### src/rtl/ask_mod.sv
// ask_mod: on-off keyed carrier modulator.
// A one-entry holding register accepts bits through a valid/ready handshake.
// Each held bit is sent as a symbol that lasts SYM_LEN clocks. A '1' symbol
// drives a sine carrier taken from a 16-entry table. A '0' symbol drives
// silence. The carrier phase never restarts, so the phase stays continuous
// across symbols and across idle gaps.
//
// Ports
//   clk       in   system clock, rising edge
//   rst       in   asynchronous active-high reset
//   din       in   data bit (1 = carrier on, 0 = carrier off)
//   din_valid in   din is valid this cycle
//   din_ready out  holding register is empty (comes from a register only)
//   dout      out  signed 8-bit registered ASK sample
//   busy      out  a symbol is being transmitted
module ask_mod #(
    parameter int SYM_LEN    = 64,
    parameter int PHASE_STEP = 4
) (
    input  logic              clk,
    input  logic              rst,
    input  logic              din,
    input  logic              din_valid,
    output logic              din_ready,
    output logic signed [7:0] dout,
    output logic              busy
);
    localparam int CW = (SYM_LEN > 1) ? $clog2(SYM_LEN) : 1;
    localparam logic [CW-1:0] LAST = CW'(SYM_LEN - 1);

    typedef enum logic {S_IDLE, S_SEND} state_t;

    state_t            r_state, w_state_nxt;
    logic              r_hold_bit, r_hold_full, r_cur_bit;
    logic [CW-1:0]     r_sym_cnt, w_cnt_nxt;
    logic [3:0]        r_phase;
    logic              w_accept, w_unload;

    // Amplitude is held at +/-127 so that -128 never appears.
    function automatic logic signed [7:0] sine_lut(input logic [3:0] idx);
        case (idx)
            4'd0:    sine_lut = 8'sd0;
            4'd1:    sine_lut = 8'sd49;
            4'd2:    sine_lut = 8'sd90;
            4'd3:    sine_lut = 8'sd117;
            4'd4:    sine_lut = 8'sd127;
            4'd5:    sine_lut = 8'sd117;
            4'd6:    sine_lut = 8'sd90;
            4'd7:    sine_lut = 8'sd49;
            4'd8:    sine_lut = 8'sd0;
            4'd9:    sine_lut = -8'sd49;
            4'd10:   sine_lut = -8'sd90;
            4'd11:   sine_lut = -8'sd117;
            4'd12:   sine_lut = -8'sd127;
            4'd13:   sine_lut = -8'sd117;
            4'd14:   sine_lut = -8'sd90;
            default: sine_lut = -8'sd49;
        endcase
    endfunction

    assign din_ready = !r_hold_full;
    assign busy      = (r_state == S_SEND);
    // A transfer is possible only while the holding register is empty. An
    // unload needs it full, so a transfer and an unload never coincide.
    assign w_accept  = din_valid && !r_hold_full;

    always_ff @(posedge clk or posedge rst) begin
        if (rst) r_state <= S_IDLE;
        else     r_state <= w_state_nxt;
    end

    always_comb begin
        w_state_nxt = r_state;
        w_unload    = 1'b0;
        w_cnt_nxt   = r_sym_cnt;
        case (r_state)
            S_IDLE: begin
                w_cnt_nxt = '0;
                if (r_hold_full) begin
                    w_state_nxt = S_SEND;
                    w_unload    = 1'b1;
                end
            end
            default: begin
                if (r_sym_cnt != LAST) begin
                    w_cnt_nxt = r_sym_cnt + 1'b1;
                end else begin
                    w_cnt_nxt = '0;
                    // Chain straight into the next symbol with no gap cycle.
                    if (r_hold_full) w_unload    = 1'b1;
                    else             w_state_nxt = S_IDLE;
                end
            end
        endcase
    end

    always_ff @(posedge clk or posedge rst) begin
        if (rst) begin
            r_hold_bit  <= 1'b0;
            r_hold_full <= 1'b0;
            r_cur_bit   <= 1'b0;
            r_sym_cnt   <= '0;
            r_phase     <= 4'd0;
            dout        <= 8'sd0;
        end else begin
            if (w_accept) begin
                r_hold_bit  <= din;
                r_hold_full <= 1'b1;
            end else if (w_unload) begin
                r_hold_full <= 1'b0;
            end
            if (w_unload) r_cur_bit <= r_hold_bit;
            r_sym_cnt <= w_cnt_nxt;
            // The phase runs free in both states, so the carrier stays continuous.
            r_phase   <= r_phase + 4'(PHASE_STEP);
            dout      <= (r_state == S_SEND && r_cur_bit) ? sine_lut(r_phase) : 8'sd0;
        end
    end
endmodule
### config.mk
export PLATFORM = sky130hd
export DESIGN_NAME = ask_mod
export DESIGN_NICKNAME = d
export VERILOG_FILES = /design/src/rtl/ask_mod.sv
export SDC_FILE = /design/constraint.sdc
export NUM_CORES = 1
export LEC_CHECK = 0
export ABC_AREA = 1
export BUFFER_PORTS_ARGS = -buffer_cell sky130_fd_sc_hd__buf_2
export CORE_MARGIN = 2
export CORE_UTILIZATION = 25
export CTS_CLUSTER_SIZE = 8
export DETAILED_ROUTE_END_ITERATION = 10
export SYNTH_ARGS = -nofsm -noshare
export SYNTH_HDL_FRONTEND = slang
export SYNTH_SLANG_ARGS = --single-unit
### constraint.sdc
create_clock -name clk -period 1.13 [get_ports clk]
set_input_delay 0.226 -clock clk [delete_from_list [all_inputs] [get_ports clk]]
set_output_delay 0.226 -clock clk [all_outputs]
set_load 0.1 [all_outputs]
# [Word level (Yosys, flattened, before mapping)]
# Memory sizes are Yosys's and may differ from the RTL's.
# Index checks and enable logic that the tools add are counted.
[classes] addsub=2 eq_ne=1 muxes=10 n_reduce_logical=4
[op_table] op="2-to-1 mux 6 bit" count=2
[op_table] op="2-to-1 mux 8 bit" count=1
[op_table] op="2-to-1 mux 1 bit" count=7
[op_table] op="adder 6 x 1 -> 6 bit (second input constant)" count=1
[op_table] op="inequality test 6 bit (second input constant)" count=1
[op_table] op="adder 4 x 3 -> 4 bit (second input constant)" count=1
[op_table] op="logical AND 1 bit" count=2
[op_table] op="nonzero test 2 bit" count=1
[op_table] op="logical NOT 1 bit" count=1
[totals] register_bits=22 rom_bits=128 in_bits=4 output_inout_bits=10 wordCells=25 mem_count=1
[memory_table] memory="(no name shown)" words=16 width=8 read_ports=1 rd_ports_with_merged_regs=0 write_ports=0 line="41" text="case (idx)"

# [Depth between registers and ports, before layout]
# Gate-level depths: netlist (run 1).
[depth] word_depth=5 ltp_mapped=6 ltp_nobuf=6

# [Worst setup path before layout (run 1)]
# OpenSTA, ideal clock, no wires.
[synth_path] path_type="reg2out" start="register dout[6] (netlist name)" end="output dout[2]" arrival_ns=1.390 required_ns=0.904 setup_slack_ns=-0.486 path_stages_with_launch=2 path_buffers=1 path_cell_list="dfrtp_1 > buf_4"
[synth_lines] element="end, declared" line="25" text="output logic signed [7:0] dout,"

==> results of run 1 <==
-- kinds of logic (layout without fill, tap and decap cells) --
logic type / count (synthesis) / in the layout / share of synthesized area, %
XOR/XNOR: 1 / 1 / 1.34
AO/OA/AOI/OAI: 5 / 5 / 5.93
adder cells (fa/ha/maj): 3 / 3 / 5.74
AND/OR/NAND/NOR: 24 / 24 / 15.9
flip-flops: 15 / 15 / 57.4
buffers and inverters: 16 / 37 / 12.0
multiplexers: 1 / 1 / 1.72
-- power by group --
group	switching (mW)	internal, mW	total, mW
clock network	0.154	0.137	0.291
logic	0.0539	0.0538	0.108
registers	0.0121	0.552	0.564
total	0.220	0.743	0.963
-- cell usage in the layout, fill, tap and decap left out --
cell type	instances
xor2_1	1
nand2_4	1
nor2_1	8
inv_2	1
ha_4	1
a21oi_1	2
o21bai_4	1
nand3_4	1
buf_2	3
clkbuf_4	3
nor2_2	1
mux2_4	1
dfrtp_4	2
nand2_1	8
inv_1	9
clkbuf_1	1
dlygate4sd3_1	1
buf_6	3
dfrtp_1	13
ha_1	2
nand2_2	1
o21ai_0	2
buf_4	5
nand3_1	3
buf_12	10
nor3_1	1
clkinvlp_4	1
-- through the flow --
step                instances  setup WS (ns)  utilization, %  hold slack (ns)  instance area [um^2]
floorplan                  65         -0.334               -            0.128                   691
global placement          105         0.0413            36.4            0.232                   902
detailed placement        105        -0.0271            36.4            0.230                   902
CTS                       115         -0.151            40.5            0.172                  1000
global route              116         -0.175            41.3            0.163                  1020
finish                    116         -0.138            41.3            0.178                  1020
-- sequential cells by signal, indices dropped and copies added, names as in the netlist --
name / cells
r_sym_cnt: 6
dout: 3
r_phase: 2
busy: 1
r_cur_bit: 1
r_hold_bit: 1
r_hold_full: 1
-- final cells by class --
cell class                      instances  area [um^2]
Inverter                               11         45.0
Fill cell                             241         1460
Timing Repair Buffer                   22          297
Multi-Input combinational cell         34          234
Sequential cell                        15          383
Tap cell                               30         37.5
Clock buffer                            4         26.3
-- final timing paths --
kind	from	to	slack, ns	cells past startpoint
max	dout[6]	dout[5]	-0.14	1
min	din	r_hold_bit	0.18	2
max reg2reg	busy	r_cur_bit	0.01	6
min reg2reg	r_phase[2]	r_phase[2]	0.48	1
max in group asynchronous	rst	busy	0.44	4
min in group asynchronous	rst	r_sym_cnt[2]	0.50	4
-- metal layers --
metal,track usage [%],vias to the layer above
li1,-,237
met1,8.29,233
met2,13.7,17
met3,4.30,2
met4,6.10,0
met5,0,-
-- timing repair --
item	CTS	global route
setup buffers	5	1
endpoints found under the hold margin	15	0
gates resized for setup	5	3
pin swaps	3	3
setup endpoints to repair	9	12
hold buffers	1	0
==> flow_metrics.py, run 1 <==
metrics = {
    "floorplan": {
        "die_h_um": 55.2,
        "die_x_um": 55.2,
        "design.portCount": 14,
        "core_um2": 2480,
        "dieArea_um2": 3040,
        "rows": 18,
        "start_util_pct": 26.4,
    },
    "synth": {
        "yosys_warnings": 0,
        "synthArstFlopShare_pct": 100,
        "synth_area_um2": 654,
        "synth_top_cell_by_area": "dfrtp_1",
        "yosys.cell_count.top_type": "dfrtp_1",
        "syn_area_per_cell_um2": 10.1,
        "yosysTopAreaCellShare_pct": 57.4,
        "synth_edf_count": 0,
        "yosysSeqAreaShare_pct": 57.4,
        "synthFlopType": "dfrtp_1",
        "synthCells": 65,
        "yosys_register_bits": 15,
        "synth_common_cells": "dfrtp_1 (15), inv_1 (11), nand2_1 (9), nor2_1 (9), buf_4 (5)",
        "yosys-top-cells-area": "dfrtp_1 (57%), inv_1 (6.3%), buf_4 (5.7%), ha_1 (5.7%), nand2_1 (5.2%)",
        "ys_types": 15,
        "synth_nets": 72,
    },
    "grt": {
        "grt_use_total_pct": 8.46,
        "grt_overflow": 0,
        "antenna_found_initial": 0,
        "grt_max_degree": 16,
        "first_global_vias": 385,
        "grt_pass1_wl_um": 1650,
    },
    "placed_design": {
        "dpl.hpwl_um": 792,
        "numPortBuffers": 13,
        "place.gp.congestion": 0.746,
    },
    "route": {
        "routed-wl-met2_um": 579,
        "met3_length_um": 84,
        "m1WireLength_um": 438,
        "viasPerCell": 4.22,
        "wl_per_cell_um": 9.80,
        "top_layer": "met4",
        "route.vias.total": 489,
        "dr.pass1.iters": 4,
        "first_iter_violations": 9,
        "drt-total-wl_um": 1140,
        "ant_nets": 0,
        "drcViolationCount": 0,
    },
    "clock_tree": {
        "clkTransAtPathRegs_ns": 0.08,
        "cts_num_sinks": 15,
        "cts_tree": "yes",
        "clk_latency_ns": 0.27,
        "htreeDepth": 1,
        "clockBufferDepth": 2,
        "cts_root_buf": "clkbuf_4",
        "cts_buffers": 3,
    },
    "sta": {
        "slew_headroom_pct": 87.6,
        "finalCriticalPeriod_ns": 1.27,
        "maxSlewViolCount": 0,
        "skew_ns": 0.000264,
        "worst_slack_ns": -0.138,
        "hold_viol_final": 0,
        "tns_ns": -0.959,
        "fin_crit_sh_pct": 112,
        "worst_pin_slew_ns": 0.185,
        "fmax_mhz": 789,
        "rsz0062_at_grt": "yes",
        "finalSetupViolations": 8,
    },
    "worst_setup_path": {
        "worstPathMaxFanout": 6,
        "cp-end-kind": "primary output",
        "critical_path.top_delay_family": "flip-flops",
        "critPathMaxStageDelay_ns": 0.57,
        "worstPathCellList": "buf_12",
        "critPathRequiredTime_ns": 0.90,
        "critPathKind": "reg -> out",
        "crit_arrival_ns": 1.04,
        "slowest_stage": "dfrtp_4",
        "cp_num_buf_inv": 1,
        "startpoint_type": "flip-flop",
    },
    "finish": {
        "drive_above_1_share_pct": 40.7,
        "nets": 94,
        "diodes": 0,
        "areaGrowthSynthToFinish_pct": 56.2,
    },
    "pwr": {
        "leakage_nw": 0.494,
        "powerDensity_nw_per_um2": 942,
        "worst_ir_drop_vdd_v": 0.000865,
        "power_mw": 0.963,
    },
    "run_status": {
        "violations": "negative setup slack",
        "status": "finished, violations left",
    },
    "flow_run": {
        "max-cap-violations": 0,
    },
    "hold_path": {
        "holdCritPathClass": "in -> reg",
    },
}
Power figures use the tool's default switching activity.
==> run 2: changes to the inputs <==
--- a/config.mk
+++ b/config.mk
@@ -11,6 +11,8 @@
 export CORE_UTILIZATION = 25
 export CTS_CLUSTER_SIZE = 8
 export DETAILED_ROUTE_END_ITERATION = 10
+export SKIP_CTS_REPAIR_TIMING = 1
+export SLEW_MARGIN = 20
 export SYNTH_ARGS = -nofsm -noshare
 export SYNTH_HDL_FRONTEND = slang
 export SYNTH_SLANG_ARGS = --single-unit
==> run 2 against run 1 <==
Count of clock-buffer cells in the layout unchanged. The run still ends with negative setup slack left. Largest cell class unchanged. Utilization decreased by 1.1 points. Non-clock buffer count decreased by 2. Setup slack got worse by 0.0022 ns. Worst hold slack improved by 0.0025 ns. Clock power about the same. Clock skew increased by 0.0031 ns. Via count decreased by 2.9%. Critical path depth unchanged. Combinational power decreased by 11%. Sequential power about the same.
==> flow_metrics.py, run 2 (synthesized netlist as in run 1, its figures left out) <==
metrics = {
    "route": {
        "drcViolationCount": 0,
        "wl_per_cell_um": 9.26,
        "route.vias.total": 475,
        "first_iter_violations": 8,
        "viasPerCell": 4.17,
        "ant_nets": 0,
        "drt-total-wl_um": 1060,
        "dr.pass1.iters": 3,
    },
    "finish": {
        "fin_util_pct": 40.2,
        "fin_area_um2": 996,
        "nets": 92,
        "largest_reg_flops": 6,
        "diodes": 0,
        "reg.largest.list": "r_sym_cnt x6, dout x3, r_phase x2",
        "final_common_cell": "dfrtp_1",
        "drive_above_1_share_pct": 40.5,
        "final_cells": 114,
        "top_register": "r_sym_cnt",
        "areaGrowthSynthToFinish_pct": 52.2,
        "mostFrequentLayoutCells": "dfrtp_1 (13), buf_12 (10), inv_1 (9), nor2_1 (8), nand2_1 (8)",
    },
    "sta": {
        "finalSetupViolations": 10,
        "fmax_mhz": 787,
        "skew_ns": 0.00333,
        "hold_viol_final": 0,
        "worst_pin_slew_ns": 0.193,
        "tns_ns": -1.13,
        "worst_slack_ns": -0.140,
        "maxSlewViolCount": 0,
        "finalCriticalPeriod_ns": 1.27,
        "rsz0062_at_grt": "yes",
        "slew_headroom_pct": 87.1,
        "fin_crit_sh_pct": 112,
    },
    "run_status": {
        "status": "finished, violations left",
        "violations": "negative setup slack",
    },
    "clock_tree": {
        "cts_buffers": 3,
        "cts_root_buf": "clkbuf_4",
        "clk_latency_ns": 0.27,
        "cts_num_sinks": 15,
        "clockBufferDepth": 2,
        "cts_tree": "yes",
        "htreeDepth": 1,
        "clkTransAtPathRegs_ns": 0.08,
    },
    "floorplan": {
        "core_um2": 2480,
        "start_util_pct": 26.4,
        "rows": 18,
        "design.portCount": 14,
        "dieArea_um2": 3040,
        "die_x_um": 55.2,
        "die_h_um": 55.2,
    },
    "worst_setup_path": {
        "crit_arrival_ns": 1.04,
        "worst_r2r_path_depth": 4,
        "worstPathCellList": "buf_12",
        "critPathRequiredTime_ns": 0.90,
        "crit_cells": 1,
        "cp-end-kind": "primary output",
        "slowest_stage": "dfrtp_4",
        "critPathMaxStageDelay_ns": 0.57,
        "worstPathMaxFanout": 6,
        "critPathKind": "reg -> out",
        "cp_num_buf_inv": 1,
        "startpoint_type": "flip-flop",
        "critical_path.top_delay_family": "flip-flops",
    },
    "pwr": {
        "worst_ir_drop_vdd_v": 0.000848,
        "leakage_nw": 0.471,
        "powerDensity_nw_per_um2": 956,
    },
    "hold_path": {
        "min_path_cells": 2,
        "holdCritPathClass": "in -> reg",
    },
    "flow_run": {
        "max-cap-violations": 0,
    },
    "grt": {
        "grt_pass1_wl_um": 1460,
        "grt_max_degree": 16,
        "grt_overflow": 0,
        "first_global_vias": 336,
        "antenna_found_initial": 0,
        "grt_use_total_pct": 7.61,
    },
    "placed_design": {
        "numPortBuffers": 13,
        "place_inst": 105,
        "place.gp.congestion": 0.746,
        "dpl.hpwl_um": 792,
        "dpl_cell_area_um2": 902,
    },
}
-- run 2: changes by cell type in the layout (fill, tap and decap cells not counted) --
cell	before	now
buf_4	5	6
buf_6	3	0
nand2_2	1	2
nand2_4	1	0
nand3_1	3	2
nand3_2	0	1
-- run 2: final timing paths --
path	slack, ns	from	end
hold reg to reg	0.48	r_phase[2]	r_phase[2]
hold / removal	0.18	din	r_hold_bit
setup / recovery	-0.14	dout[6]	dout[5]
min in group asynchronous	0.50	rst	dout[6]
max in group asynchronous	0.44	rst	busy
setup reg to reg	-0.06	r_hold_full	r_hold_bit
-- run 2: area by class of cell --
class                   instances  area (um^2)
well taps                      30         37.5
clock buffers                   4         26.3
flip-flops and latches         15          383
multi-input cells              34          234
repair buffers                 20          270
fillers                       252         1480
inverters                      11         45.0
-- run 2: metrics by stage --
| stage | total power [mW] | setup WS [ns] | hold slack [ns] |
|---|---|---|---|
| global route | 1.00 | -0.175 | 0.163 |
| global placement | 0.658 | 0.0413 | 0.232 |
| finish | 0.952 | -0.140 | 0.180 |
| CTS | 0.952 | -0.151 | -0.0697 |
| floorplan | 0.630 | -0.334 | 0.128 |
| detailed placement | 0.661 | -0.0271 | 0.230 |
-- run 2: where the power goes --
part,internal (mW),switching [mW]
clock network,0.137,0.154
registers,0.552,0.0127
logic,0.0473,0.0490
-- run 2: layer usage --
layer  vias up  global-route usage [%]  part of all wire, %
met5         -                       0                    0
met4         0                    6.10                  3.2
met3         2                    4.30                  8.0
met2        17                    11.5                   50
met1       223                    7.61                   39
li1        233                       -                    -
